## src/rtl/rst_seq_pkg.sv

```systemverilog
// Shared definitions for the reset sequencer.
//   - seq_state_t : controller state encoding (also exported as debug state)
//   - NDOM_DEF / DLYW_DEF / QTO_DEF : default parameter values
//   - MIN_DLY     : smallest step spacing, applied when dly_cfg is zero
//   - state_is_busy / state_clk_on : per-state output decode helpers
package rst_seq_pkg;

  localparam int NDOM_DEF = 4;
  localparam int DLYW_DEF = 8;
  localparam int QTO_DEF  = 1023;

  localparam int unsigned MIN_DLY = 1;

  typedef enum logic [2:0] {
    ST_RESET   = 3'd0,
    ST_CLKON   = 3'd1,
    ST_REL     = 3'd2,
    ST_RUN     = 3'd3,
    ST_QUIESCE = 3'd4,
    ST_ASSERT  = 3'd5,
    ST_HOLD    = 3'd6
  } seq_state_t;

  // Everything except steady-state operation counts as "sequencing".
  function automatic logic state_is_busy(input seq_state_t s);
    return (s != ST_RUN);
  endfunction

  // The domain clock runs from CLKON through ASSERT, so domains enter reset
  // with a live clock and only lose it once HOLD begins.
  function automatic logic state_clk_on(input seq_state_t s);
    return (s == ST_CLKON) || (s == ST_REL) || (s == ST_RUN) ||
           (s == ST_QUIESCE) || (s == ST_ASSERT);
  endfunction

endpackage

```

## src/rtl/rst_seq_ctl_if.sv

```systemverilog
// Bundle of the sequencer's control/status signals.
//   master modport : the sequencer (rst_seq_ctl)
//   slave modport  : the surrounding system / fabric
// Signals:
//   por_done_sync  power-on-done level, already in the rclk domain
//   wrst_req       warm-reset request level
//   quiesce_ack    fabric has drained
//   dly_cfg        spacing between sequence steps, in cycles
//   clk_en         enable for external clock gating cells
//   rst_l          per-domain active-low resets, bit 0 released first
//   quiesce_req    drain request to the fabric
//   wrst_ack       single-cycle warm-reset completion pulse
//   seq_busy       high while not in RUN
//   dbg_state      current controller state, for observation only
//
// Handshakes: both request/acknowledge pairs are level-request, event-ack.
// quiesce_req rises when draining starts and stays high until the sequencer
// leaves QUIESCE; quiesce_ack is only looked at while quiesce_req is high and
// a single sampled high cycle is enough. wrst_req is a level that is only
// looked at in RUN; completion is signalled by one wrst_ack cycle, after which
// the requester must drop wrst_req before the sequence returns to RUN or it
// will be taken as a new request.
interface rst_seq_ctl_if
  import rst_seq_pkg::*;
#(
  parameter int NDOM = NDOM_DEF,
  parameter int DLYW = DLYW_DEF
);

  logic            por_done_sync;
  logic            wrst_req;
  logic            quiesce_ack;
  logic [DLYW-1:0] dly_cfg;
  logic            clk_en;
  logic [NDOM-1:0] rst_l;
  logic            quiesce_req;
  logic            wrst_ack;
  logic            seq_busy;
  seq_state_t      dbg_state;

  modport master (
    input  por_done_sync, wrst_req, quiesce_ack, dly_cfg,
    output clk_en, rst_l, quiesce_req, wrst_ack, seq_busy, dbg_state
  );

  modport slave (
    output por_done_sync, wrst_req, quiesce_ack, dly_cfg,
    input  clk_en, rst_l, quiesce_req, wrst_ack, seq_busy, dbg_state
  );

endinterface

```

## src/rtl/rst_seq_dly_cnt.sv

```systemverilog
// Loadable down-counter shared by every timed phase of the sequencer.
//   rclk, arst_l : clock and asynchronous active-low reset
//   load         : capture load_val this cycle (takes priority over counting)
//   load_val     : value loaded; a phase of N cycles loads N-1
//   done         : counter has reached zero
// The counter parks at zero, so done stays asserted until the next load.
module rst_seq_dly_cnt #(
  parameter int CW = 8
) (
  input  logic          rclk,
  input  logic          arst_l,
  input  logic          load,
  input  logic [CW-1:0] load_val,
  output logic          done
);

  logic [CW-1:0] cnt_q;

  always_ff @(posedge rclk or negedge arst_l) begin
    if (!arst_l) begin
      cnt_q <= '0;
    end else if (load) begin
      cnt_q <= load_val;
    end else if (cnt_q != '0) begin
      cnt_q <= cnt_q - 1'b1;
    end
  end

  assign done = (cnt_q == '0);

endmodule

```

## src/rtl/rst_seq_ctl.sv

```systemverilog
// Reset sequencer: brings NDOM reset domains out of reset in order after
// power-on, and runs warm resets (drain, assert, hold, re-release).
//   rclk   : block clock, all state changes on its rising edge
//   arst_l : asynchronous active-low reset, aborts any sequence in progress
//   bus    : rst_seq_ctl_if master modport (see interface for signal list)
// All outputs are registers computed from the next state, so they change on
// the same edge as the state register.
module rst_seq_ctl
  import rst_seq_pkg::*;
#(
  parameter int NDOM = NDOM_DEF,
  parameter int DLYW = DLYW_DEF,
  parameter int QTO  = QTO_DEF
) (
  input  logic          rclk,
  input  logic          arst_l,
  rst_seq_ctl_if.master bus
);

  localparam int IW = (NDOM > 1) ? $clog2(NDOM) : 1;
  localparam int QW = $clog2(QTO + 1);
  // The shared counter must hold both the largest step delay and the
  // quiesce timeout.
  localparam int CW = (DLYW > QW) ? DLYW : QW;

  localparam logic [CW-1:0] QTO_LOAD = CW'(QTO - 1);
  localparam logic [IW-1:0] IDX_LAST = IW'(NDOM - 1);

  seq_state_t      state_q, state_d;
  logic [IW-1:0]   idx_q, idx_d;

  logic [NDOM-1:0] rst_l_q, rst_l_d;
  logic            clk_en_q, clk_en_d;
  logic            quiesce_req_q, quiesce_req_d;
  logic            wrst_ack_q, wrst_ack_d;
  logic            seq_busy_q, seq_busy_d;

  logic            cnt_load;
  logic [CW-1:0]   cnt_load_val;
  logic            cnt_done;
  logic [CW-1:0]   dly_load;

  // A step lasts max(dly_cfg, MIN_DLY) cycles; the counter is loaded with one
  // less because the load cycle itself is the first cycle of the step.
  always_comb begin
    if (bus.dly_cfg < DLYW'(MIN_DLY)) begin
      dly_load = '0;
    end else begin
      dly_load = CW'(bus.dly_cfg) - CW'(MIN_DLY);
    end
  end

  rst_seq_dly_cnt #(
    .CW (CW)
  ) u_dly_cnt (
    .rclk     (rclk),
    .arst_l   (arst_l),
    .load     (cnt_load),
    .load_val (cnt_load_val),
    .done     (cnt_done)
  );

  // State and registered outputs.
  always_ff @(posedge rclk or negedge arst_l) begin
    if (!arst_l) begin
      state_q       <= ST_RESET;
      idx_q         <= '0;
      rst_l_q       <= '0;
      clk_en_q      <= 1'b0;
      quiesce_req_q <= 1'b0;
      wrst_ack_q    <= 1'b0;
      seq_busy_q    <= 1'b1;
    end else begin
      state_q       <= state_d;
      idx_q         <= idx_d;
      rst_l_q       <= rst_l_d;
      clk_en_q      <= clk_en_d;
      quiesce_req_q <= quiesce_req_d;
      wrst_ack_q    <= wrst_ack_d;
      seq_busy_q    <= seq_busy_d;
    end
  end

  // Next state, counter control and next output values.
  always_comb begin
    state_d       = state_q;
    idx_d         = idx_q;
    cnt_load      = 1'b0;
    cnt_load_val  = dly_load;
    rst_l_d       = '0;
    clk_en_d      = 1'b0;
    quiesce_req_d = 1'b0;
    wrst_ack_d    = 1'b0;
    seq_busy_d    = 1'b1;

    unique case (state_q)
      ST_RESET: begin
        if (bus.por_done_sync) begin
          state_d  = ST_CLKON;
          cnt_load = 1'b1;
        end
      end

      // Losing power-good anywhere between clock-on and quiesce skips the
      // drain and goes straight to asserting reset.
      ST_CLKON: begin
        if (!bus.por_done_sync) begin
          state_d = ST_ASSERT;
        end else if (cnt_done) begin
          state_d  = ST_REL;
          idx_d    = '0;
          cnt_load = 1'b1;
        end
      end

      ST_REL: begin
        if (!bus.por_done_sync) begin
          state_d = ST_ASSERT;
        end else if (cnt_done) begin
          if (idx_q == IDX_LAST) begin
            state_d = ST_RUN;
          end else begin
            idx_d    = idx_q + 1'b1;
            cnt_load = 1'b1;
          end
        end
      end

      ST_RUN: begin
        if (!bus.por_done_sync) begin
          state_d = ST_ASSERT;
        end else if (bus.wrst_req) begin
          state_d      = ST_QUIESCE;
          cnt_load     = 1'b1;
          cnt_load_val = QTO_LOAD;
        end
      end

      // Ack and timeout landing together both simply leave for ASSERT.
      ST_QUIESCE: begin
        if (!bus.por_done_sync || bus.quiesce_ack || cnt_done) begin
          state_d = ST_ASSERT;
        end
      end

      ST_ASSERT: begin
        state_d  = ST_HOLD;
        idx_d    = '0;
        cnt_load = 1'b1;
      end

      ST_HOLD: begin
        if (cnt_done) begin
          state_d = ST_RESET;
        end
      end

      default: begin
        state_d = ST_RESET;
        idx_d   = '0;
      end
    endcase

    // Outputs follow the state being entered.
    clk_en_d      = state_clk_on(state_d);
    quiesce_req_d = (state_d == ST_QUIESCE);
    seq_busy_d    = state_is_busy(state_d);
    // Only a HOLD exit completes a warm reset; arst_l never reaches here.
    wrst_ack_d    = (state_q == ST_HOLD) && (state_d == ST_RESET);

    // In REL, every domain up to and including idx is out of reset.
    for (int i = 0; i < NDOM; i++) begin
      rst_l_d[i] = (state_d == ST_RUN) || (state_d == ST_QUIESCE) ||
                   ((state_d == ST_REL) && (IW'(i) <= idx_d));
    end
  end

  assign bus.rst_l       = rst_l_q;
  assign bus.clk_en      = clk_en_q;
  assign bus.quiesce_req = quiesce_req_q;
  assign bus.wrst_ack    = wrst_ack_q;
  assign bus.seq_busy    = seq_busy_q;
  assign bus.dbg_state   = state_q;

endmodule

```

## src/flat_wrapper.sv

```systemverilog
// flat-port wrapper written by rule: the top's interface ports become plain ports
module rst_seq_ctl_flat import rst_seq_pkg::*;
#(
  parameter int NDOM = NDOM_DEF,
  parameter int DLYW = DLYW_DEF,
  parameter int QTO  = QTO_DEF
)
  (rclk, arst_l, bus_por_done_sync, bus_wrst_req, bus_quiesce_ack, bus_dly_cfg, bus_clk_en, bus_rst_l, bus_quiesce_req, bus_wrst_ack, bus_seq_busy, bus_dbg_state);
  rst_seq_ctl_if #(.NDOM(NDOM), .DLYW(DLYW)) bus_i ();
  input  logic rclk;
  input  logic arst_l;
  input wire logic [$bits(bus_i.por_done_sync)-1:0] bus_por_done_sync;
  input wire logic [$bits(bus_i.wrst_req)-1:0] bus_wrst_req;
  input wire logic [$bits(bus_i.quiesce_ack)-1:0] bus_quiesce_ack;
  input wire logic [$bits(bus_i.dly_cfg)-1:0] bus_dly_cfg;
  output wire logic [$bits(bus_i.clk_en)-1:0] bus_clk_en;
  output wire logic [$bits(bus_i.rst_l)-1:0] bus_rst_l;
  output wire logic [$bits(bus_i.quiesce_req)-1:0] bus_quiesce_req;
  output wire logic [$bits(bus_i.wrst_ack)-1:0] bus_wrst_ack;
  output wire logic [$bits(bus_i.seq_busy)-1:0] bus_seq_busy;
  output wire logic [$bits(bus_i.dbg_state)-1:0] bus_dbg_state;
  assign bus_i.por_done_sync = bus_por_done_sync;
  assign bus_i.wrst_req = bus_wrst_req;
  assign bus_i.quiesce_ack = bus_quiesce_ack;
  assign bus_i.dly_cfg = bus_dly_cfg;
  assign bus_clk_en = bus_i.clk_en;
  assign bus_rst_l = bus_i.rst_l;
  assign bus_quiesce_req = bus_i.quiesce_req;
  assign bus_wrst_ack = bus_i.wrst_ack;
  assign bus_seq_busy = bus_i.seq_busy;
  assign bus_dbg_state = bus_i.dbg_state;
  rst_seq_ctl #(.NDOM(NDOM), .DLYW(DLYW), .QTO(QTO)) u_core (.rclk(rclk), .arst_l(arst_l), .bus(bus_i));
endmodule
```

## config.mk

```make
export PLATFORM = sky130hd
export DESIGN_NAME = rst_seq_ctl_flat
export DESIGN_NICKNAME = d
export VERILOG_FILES = /design/src/rtl/rst_seq_pkg.sv /design/src/rtl/rst_seq_ctl_if.sv /design/src/rtl/rst_seq_dly_cnt.sv /design/src/rtl/rst_seq_ctl.sv /design/src/flat_wrapper.sv
export SDC_FILE = /design/constraint.sdc
export NUM_CORES = 1
export LEC_CHECK = 0
export CORE_AREA = 2 2 58 60
export DETAILED_ROUTE_END_ITERATION = 8
export DIE_AREA = 0 0 60 62
export PLACE_DENSITY = 0.9
export SLEW_MARGIN = 10
export SYNTH_ARGS = -nofsm -noshare
export SYNTH_HDL_FRONTEND = slang
export SYNTH_SLANG_ARGS = --single-unit
```

## constraint.sdc

```tcl
create_clock -name rclk -period 2.2 [get_ports rclk]
set_input_delay 0.33 -clock rclk [delete_from_list [all_inputs] [get_ports rclk]]
set_output_delay 0.33 -clock rclk [all_outputs]
set_load 0.005 [all_outputs]
```

==> impl_metrics.yaml, run 1 <==
pwr:
  ir_drop_mv: 0.529
  leakagePower_uw: 0.000857
  power_uw: 2270
  p_per_area_mw_per_mm2: 1130
floorplanning:
  dieArea_mm2: 0.00372
  ios: 24
  start_util_pct: 51.2
  core_area_mm2: 0.00318
  die_w_um: 60
  num_rows: 21
  die_y_um: 62
timing:
  finalWorstPathRequiredPeriod_ns: 2.08
  setup_viol: 0
  slew_viol_final: 0
  rsz0062_at_grt: "no"
  setup_tns_ns: 0
  slew_headroom_pct: 66.4
  fmax_mhz: 481
  worstMarginPinSlew_ns: 0.504
  finalHoldViolCount: 0
  skew_ns: 0.0168
  fin_crit_sh_pct: 94.6
critical_path:
  critPathRequiredTime_ns: 2.41
  crit_start: "u_core.u_dly_cnt.cnt_q[0]$_DFFE_PN0P_"
  r2r_start: "u_core.u_dly_cnt.cnt_q[0]$_DFFE_PN0P_"
  worst_ep_arrival_time_ns: 2.29
  path_class: "reg -> reg"
  cp-end-kind: "register"
  crit_path_max_fanout: 5
  start_kind: "register"
logic_synthesis:
  ys_ff_latch: 23
  synth-async-reset-ratio_pct: 100
  synth_area_mm2: 0.00163
  synth_enable_flop_cells: 0
  synth_most_common_cell: "dfrtp_1"
  ys_seq_area_share_pct: 35.4
  synth_warnings: 0
  ys_top_cells_by_count: "22 x dfrtp_1, 12 x nand2_1, 12 x nor2_1"
  synth_cell_types: 55
  synth_fp_nets: 183
  synth_ff_type: "dfrtp_1"
  avgSynthCellArea_um2: 9.70
  synth_cells: 168
  synth_top_area_share_pct: 33.8
  synth_top_area_cell: "dfrtp_1"
  synth.area.top_cells: "dfrtp_1 34%, mux2i_1 5.5%, a21oi_1 3.4%"
finish:
  synthToLayoutAreaGrowth_pct: 23.0
  finalNetCount: 219
  diodes: 0
  seqCellArea_um2: 577
  final_cells: 249
  multiInputGateArea_um2: 957
  drive_above_1_share_pct: 16.7
  fill_cells: 258
grt:
  antenna_found_initial: 0
  grtUsageTotal_pct: 20.2
  grt_pass1_vias: 1260
  grt_max_degree: 19
  grt_pass1_wl_um: 5700
  grt-ovfl-total: 0
routing:
  drt-pass1-iter-count: 4
  ant_nets: 0
  drt_wl_total_um: 3340
  vias_per_cell: 5.64
  drc_errors: 0
  vias: 1405
  drt_iter0_drc: 41
  wl_per_cell_um: 13.4
placed_design:
  io_buffers: 23
  place_inst: 245
  place_congestion: 0.950
  hpwl_um: 2600
clocking:
  clock_latency_ns: 0.32
  clockBufferDepth: 2
  cts_resized: 0
  cts_tree: "done"
  ctsHoldBuffers: 0
  cts_max_level: 1
  cts_root_buffer: "clkbuf_4"
  cts.reportedPaths.clkPinSlew_ns: 0.15
  cts_setup_buffers: 0
  cts.sinks: 23
  cts_buffers: 3
status:
  outcome: "finished clean"
hold_path:
  hold_path.class: "in -> async"
run:
  drv_cap: 0
==> flip-flops by register name, indices dropped and copies added (netlist names) <==
name and count:
u_core.bus.clk_en 1, u_core.bus.dbg_state 3, u_core.bus.quiesce_req 1, u_core.bus.rst_l 4
u_core.bus.seq_busy 1, u_core.bus.wrst_ack 1, u_core.idx_q 2, u_core.u_dly_cnt.cnt_q 10
==> metal layers <==
metal,routed length [µm],part of all wire (%),GRT usage [%]
met4,40,1.2,6.35
met3,167,5.0,2.07
met2,1560,47,30.3
met1,1570,47,30.8
met5,0,0,0
==> worst max-delay path, cell delays in order (launching register included) <==
cell and delay [ns]:
dfrtp_1 0.44, inv_1 0.06, ha_1 0.23, nor4b_4 0.14, buf_4 0.16, a41o_2 0.31
or2b_2 0.33, nand3_1 0.18, o21ai_1 0.11
==> final timing paths <==
check | endpoint | slack [ns] | cells after the start
max in group asynchronous | u_core.u_dly_cnt.cnt_q[8]$_DFFE_PN0P_ | 1.33 | 2
worst min-delay path | u_core.bus.dbg_state[0]$_DFF_PN0_ | 0.30 | 1
min in group rclk | u_core.idx_q[0]$_DFF_PN0_ | 0.63 | 1
worst max register to register | u_core.bus.rst_l[2]$_DFF_PN0_ | 0.12 | 8
worst min register to register | u_core.idx_q[0]$_DFF_PN0_ | 0.63 | 1
worst max-delay path | u_core.bus.rst_l[2]$_DFF_PN0_ | 0.12 | 8
==> kinds of logic after synthesis <==
logic type / count (synthesis) / synth area share, %
simple gates: 65 / 24.8
fa+ha+maj: 2 / 1.54
compound gates: 42 / 19.5
flops: 23 / 35.4
buf+inv: 15 / 5.84
xor+xnor: 9 / 4.84
mux: 12 / 8.06
==> report_power, final <==
group | switching (µW) | total [µW] | internal [µW] | leakage, µW
clock network | 135 | 204 | 69.2 | 0.0000139
logic | 544 | 1230 | 687 | 0.000557
registers | 252 | 839 | 587 | 0.000286
total | 931 | 2270 | 1340 | 0.000857
==> stage by stage <==
stage                     instance area [µm²]  util, %  hold WS [ns]  setup WS, ns
final                                    2000     63.0         0.302         0.119
after global routing                     2000     63.0         0.326       0.00900
after CTS                                2000     63.0         0.316         0.139
after detailed placement                 1970     62.1         0.604        0.0256
after global placement                   1970     62.1         0.596        0.0357
after floorplan                          1630        -        0.0344         0.228
==> placed cells by master, fill, tap and decap left out, types with 5 or more instances in the layout <==
cell type        count
clkdlybuf4s50_1     23
dfrtp_1             22
xor2_1               6
mux2i_1              9
nand2b_1             5
a21oi_1             11
o21ai_0              6
inv_1                9
nand3_1              5
nor2_1              12
buf_4               13
nand2_1             12
==> final cells by class <==
| type | count | share of cell area (%) |
|---|---|---|
| clock inverter | 1 | 0.375 |
| clock buffer | 3 | 1.12 |
| inverter | 9 | 1.69 |
| sequential | 23 | 28.8 |
| timing repair buffer | 37 | 17.4 |
| multi-input combinational | 130 | 47.8 |
| tap | 46 | 2.87 |
No activity file was read; power rests on OpenSTA's default activity.
==> run 2: changes to the inputs <==
--- a/config.mk
+++ b/config.mk
@@ -5,10 +5,10 @@
 export SDC_FILE = /design/constraint.sdc
 export NUM_CORES = 1
 export LEC_CHECK = 0
-export CORE_AREA = 2 2 58 60
+export CORE_AREA = 2 2 67 69
 export DETAILED_ROUTE_END_ITERATION = 8
-export DIE_AREA = 0 0 60 62
-export PLACE_DENSITY = 0.9
+export DIE_AREA = 0 0 69 71
+export PLACE_DENSITY = 0.73
 export SLEW_MARGIN = 10
 export SYNTH_ARGS = -nofsm -noshare
 export SYNTH_HDL_FRONTEND = slang
==> run 2 against run 1 <==
Compared with the run above: cell area up 1.8%; non-clock buffer count up 1; via count down 2.1%; global-route usage down 5.3 points; maximum frequency up 2.9%; clock power up 29%; die area up 32%; utilization down 14 points; setup slack better by 0.058 ns; clock-buffer cell count unchanged; critical path type unchanged; largest power group unchanged.
==> impl_metrics.yaml, run 2 (synthesis gave the netlist of run 1 again) <==
clocking:
  cts_max_level: 1
  cts_resized: 0
  clockBufferDepth: 2
  ctsHoldBuffers: 0
  clock_latency_ns: 0.27
  cts_buffers: 3
  cts_setup_buffers: 0
  cts_tree: "done"
  cts.reportedPaths.clkPinSlew_ns: 0.08
  cts_root_buffer: "clkbuf_8"
  cts.sinks: 23
timing:
  setup_tns_ns: 0
  fin_crit_sh_pct: 92.0
  worstMarginPinSlew_ns: 0.499
  fmax_mhz: 494
  setup_viol: 0
  finalHoldViolCount: 0
  rsz0062_at_grt: "no"
  slew_viol_final: 0
  finalWorstPathRequiredPeriod_ns: 2.02
  skew_ns: 0.00231
  slew_headroom_pct: 66.7
critical_path:
  critPathRequiredTime_ns: 2.34
  r2r_start: "u_core.u_dly_cnt.cnt_q[0]$_DFFE_PN0P_"
  worst_ep_arrival_time_ns: 2.17
  path_class: "reg -> reg"
  reg2regPathDepth: 8
  cp-end-kind: "register"
  timing.rr.end: "u_core.bus.rst_l[3]$_DFF_PN0_"
  r2r_setup_slack_ns: 0.18
  start_kind: "register"
  crit_path_max_fanout: 5
finish:
  top_register: "u_core.u_dly_cnt.cnt_q"
  synthToLayoutAreaGrowth_pct: 25.2
  seqCellArea_um2: 577
  postLayoutCoreUtil_pct: 48.5
  largest_reg_flops: 10
  fill_cells: 413
  multiInputGateArea_um2: 962
  drive_above_1_share_pct: 17.6
  layout_common_cells: "23 x clkdlybuf4s50_1, 22 x dfrtp_1, 14 x buf_4, 12 x nor2_1, 12 x nand2_1"
  finalNetCount: 220
  diodes: 0
  layout_commonest_cell: "clkdlybuf4s50_1"
placed_design:
  hpwl_um: 2610
  place_congestion: 0.820
  io_buffers: 23
pwr:
  p_per_area_mw_per_mm2: 1150
  ir_drop_mv: 0.440
  leakagePower_uw: 0.000875
floorplanning:
  ios: 24
  num_rows: 24
  die_y_um: 71
  start_util_pct: 38.7
  core_area_mm2: 0.00420
  die_w_um: 69
  dieArea_mm2: 0.00490
run:
  drv_cap: 0
routing:
  drt_iter0_drc: 62
  vias: 1375
  ant_nets: 0
  drt-pass1-iter-count: 4
  vias_per_cell: 5.37
  drc_errors: 0
  drt_wl_total_um: 3380
  wl_per_cell_um: 13.2
grt:
  grt_pass1_vias: 1325
  grtUsageTotal_pct: 14.9
  grt-ovfl-total: 0
  antenna_found_initial: 0
  grt_pass1_wl_um: 6040
  grt_max_degree: 19
hold_path:
  hold_path.class: "in -> async"
status:
  outcome: "finished clean"
==> run 2: cell count changes in the layout (fill, tap and decap cells not counted), sizes merged <==
cell	previous run	this run
buf	14	15
clkinv	0	1
clkinvlp	1	0
==> run 2: critical path: stages, from the launching register on <==
cell and delay, ns:
dfrtp_1 0.40, inv_1 0.06, ha_1 0.23, nor4b_4 0.14
buf_4 0.16, a41o_2 0.29, or2b_2 0.33, nand3_1 0.19
nand3_1 0.10
==> run 2: through the flow <==
step	total power (µW)	instances	hold slack (ns)	instance area (µm²)	worst slack (ns)
final	2340	256	0.375	2040	0.177
after global routing	2530	256	0.406	2040	0.0289
after CTS	2340	256	0.381	2030	0.190
after detailed placement	2070	252	0.609	1990	0.00820
after global placement	2050	252	0.607	1990	0.0330
after floorplan	1690	168	0.0344	1630	0.228
==> run 2: per-layer routing <==
metal | GRT usage (%) | vias up | wire [µm]
li1 | - | 692 | -
met1 | 21.4 | 651 | 1710
met2 | 23.7 | 27 | 1520
met3 | 0.997 | 5 | 83
met4 | 5.88 | 0 | 59
met5 | 0 | - | 0
==> run 2: layout make-up <==
class	count	area share [%]
clock buffers	3	2.02
inverters	9	1.66
flip-flops and latches	23	28.3
well taps	52	3.19
repair buffers	38	17.4
clock inverters	1	0.245
multi-input cells	130	47.2
==> run 2: worst max path at each step <==
stage / cells after the start / start / end
after floorplan: 8 / u_core.u_dly_cnt.cnt_q[0]$_DFFE_PN0P_ / u_core.u_dly_cnt.cnt_q[0]$_DFFE_PN0P_
after global placement: 6 / bus_dly_cfg[4] / u_core.u_dly_cnt.cnt_q[1]$_DFFE_PN0P_
after detailed placement: 6 / bus_dly_cfg[4] / u_core.u_dly_cnt.cnt_q[1]$_DFFE_PN0P_
after CTS: 8 / u_core.u_dly_cnt.cnt_q[0]$_DFFE_PN0P_ / u_core.bus.rst_l[3]$_DFF_PN0_
after global routing: 8 / u_core.u_dly_cnt.cnt_q[0]$_DFFE_PN0P_ / u_core.bus.rst_l[3]$_DFF_PN0_
final: 8 / u_core.u_dly_cnt.cnt_q[0]$_DFFE_PN0P_ / u_core.bus.rst_l[3]$_DFF_PN0_
==> run 2: where the power goes <==
group          internal [µW]  switching [µW]
clock                    127             138
sequential               588             241
combinational            701             550
==> run 3: changes to the inputs <==
--- a/config.mk
+++ b/config.mk
@@ -9,6 +9,7 @@
 export DETAILED_ROUTE_END_ITERATION = 8
 export DIE_AREA = 0 0 69 71
 export PLACE_DENSITY = 0.73
+export SETUP_SLACK_MARGIN = 0.05
 export SLEW_MARGIN = 10
 export SYNTH_ARGS = -nofsm -noshare
 export SYNTH_HDL_FRONTEND = slang
==> run 3 against run 2 <==
Compared with the run above: maximum frequency grew 0.57%; critical path depth unchanged; clock skew barely moved; utilization rose by 0.12 points; sequential power is essentially flat; clock-buffer cell count did not move; non-clock buffer count is the same; global-route usage stayed put; register-to-register slack hardly changed; via count grew 0.95%; sequential share of layout area fell by 0.069 points; sequential cell count is the same; largest cell class unchanged; largest power group unchanged; highest routed layer unchanged.
==> impl_metrics.yaml, run 3 (synthesis gave the netlist of run 1 again) <==
status:
  outcome: "finished clean"
finish:
  final_cell_area_mm2: 0.00204
  drive_above_1_share_pct: 18.1
  synthToLayoutAreaGrowth_pct: 25.5
  diodes: 0
  layout_common_cells: "23 x clkdlybuf4s50_1, 22 x dfrtp_1, 14 x buf_4, 12 x nor2_1, 12 x nand2_1"
  finalNetCount: 220
  fill_cells: 413
  top_register: "u_core.u_dly_cnt.cnt_q"
  largest_reg_flops: 10
  layout_commonest_cell: "clkdlybuf4s50_1"
critical_path:
  worst_ep_arrival_time_ns: 2.20
  r2r_setup_slack_ns: 0.19
  start_kind: "register"
  critPathSlowestCell: "dfrtp_1"
  timing.rr.end: "u_core.bus.clk_en$_DFF_PN0_"
  cp-end-kind: "register"
  slowest_delay_ns: 0.40
  crit_path_cell_trace: "inv_1 -> ha_1 -> nor4b_4 -> buf_4 -> a41o_2 -> or2b_2 -> a41o_1 -> o21ai_0"
  critPathRequiredTime_ns: 2.39
  crit_start: "u_core.u_dly_cnt.cnt_q[0]$_DFFE_PN0P_"
  reg2regPathDepth: 8
  path_class: "reg -> reg"
  crit_path_max_fanout: 4
  r2r_start: "u_core.u_dly_cnt.cnt_q[0]$_DFFE_PN0P_"
  critPathCapture: "u_core.bus.clk_en$_DFF_PN0_"
clocking:
  clockBufferDepth: 2
  ctsHoldBuffers: 0
  clock_latency_ns: 0.27
  cts_max_level: 1
  cts_buffers: 3
  cts.sinks: 23
  cts_root_buffer: "clkbuf_8"
  cts.reportedPaths.clkPinSlew_ns: 0.08
  cts_tree: "done"
placed_design:
  place_congestion: 0.820
  hpwl_um: 2610
  place_ws_ns: 0.00820
  dpl-instance-area_mm2: 0.00199
  io_buffers: 23
floorplanning:
  die_y_um: 71
  start_util_pct: 38.7
  dieArea_mm2: 0.00490
  core_area_mm2: 0.00420
  ios: 24
  die_w_um: 69
  num_rows: 24
grt:
  antenna_found_initial: 0
  grt-ovfl-total: 0
  grtUsageTotal_pct: 14.9
  grt_max_degree: 19
  grt_pass1_vias: 1325
  grt_pass1_wl_um: 6040
routing:
  drt_iter0_drc: 44
  ant_nets: 0
  vias_per_cell: 5.42
  drt_wl_total_um: 3460
  drc_errors: 0
  vias: 1388
  wl_per_cell_um: 13.5
  drt-pass1-iter-count: 4
pwr:
  leakagePower_uw: 0.000876
  p_per_area_mw_per_mm2: 1160
  ir_drop_mv: 0.440
timing:
  fmax_mhz: 497
  finalHoldViolCount: 0
  worstMarginPinSlew_ns: 0.514
  setup_tns_ns: 0
  fin_crit_sh_pct: 91.4
  whs_ns: 0.370
  rsz0062_at_grt: "no"
  layout_setup_ws_ns: 0.188
  skew_ns: 0.00213
  slew_viol_final: 0
  setup_viol: 0
  slew_headroom_pct: 65.7
  finalWorstPathRequiredPeriod_ns: 2.01
hold_path:
  hold_path.class: "in -> async"
run:
  drv_cap: 0
## run 3: changes by cell type in the layout (fill, tap and decap cells not counted)
cell     before  now
nand3_1       5    4
nand3_2       0    1
## run 3: worst min path at each step
stage / startpoint / endpoint / slack (ns)
global route: arst_l / u_core.bus.rst_l[2]$_DFF_PN0_ / 0.41
global placement: u_core.idx_q[0]$_DFF_PN0_ / u_core.idx_q[0]$_DFF_PN0_ / 0.61
detailed placement: u_core.idx_q[0]$_DFF_PN0_ / u_core.idx_q[0]$_DFF_PN0_ / 0.61
CTS: arst_l / u_core.bus.dbg_state[0]$_DFF_PN0_ / 0.38
finish: arst_l / u_core.bus.dbg_state[0]$_DFF_PN0_ / 0.37
floorplan: arst_l / u_core.bus.clk_en$_DFF_PN0_ / 0.03
## run 3: repair_timing
action                                 4_1_cts  5_1_grt
resized for setup                            0        2
buffers inserted                             0        0
setup endpoints to repair                    0        5
endpoints found under the hold margin        0        0
## run 3: final cells by class
| class | count | area [µm²] | share of cell area [%] |
|---|---|---|---|
| Multi-Input combinational cell | 130 | 967 | 47.3 |
| Clock buffer | 3 | 41.3 | 2.02 |
| Inverter | 9 | 33.8 | 1.65 |
| Timing Repair Buffer | 38 | 355 | 17.4 |
| Clock inverter | 1 | 5.00 | 0.245 |
| Tap cell | 52 | 65.1 | 3.18 |
| Sequential cell | 23 | 577 | 28.2 |
## run 3: stage by stage
stage / power [µW] / util [%] / std cells
after floorplan: 1690 / - / 168
after global placement: 2050 / 47.3 / 252
after detailed placement: 2070 / 47.3 / 252
after CTS: 2340 / 48.4 / 256
after global routing: 2550 / 48.6 / 256
final: 2360 / 48.6 / 256
## run 3: worst max-delay path, delay by kind of cell (launching register included)
family | cells | cell delay (ns)
AO/OA/AOI/OAI | 3 | 0.60
AND/OR/NAND/NOR | 2 | 0.48
flip-flops | 1 | 0.40
adder cells (fa/ha/maj) | 1 | 0.23
buffers and inverters | 2 | 0.22
## run 3: routing by layer
layer  GRT usage, %  wire length (µm)  vias up  part of all wire, %
met5              0                 0        -                    0
met2           23.7              1590       32                   46
met4           5.88                59        0                  1.7
met1           21.4              1710      658                   49
met3          0.997               110        5                  3.2
li1               -                 -      693                    -
## run 3: report_power, final
part | leakage (µW) | internal [µW] | switching (µW)
Sequential | 0.000286 | 588 | 242
Clock | 0.0000255 | 127 | 137
Combinational | 0.000565 | 704 | 566
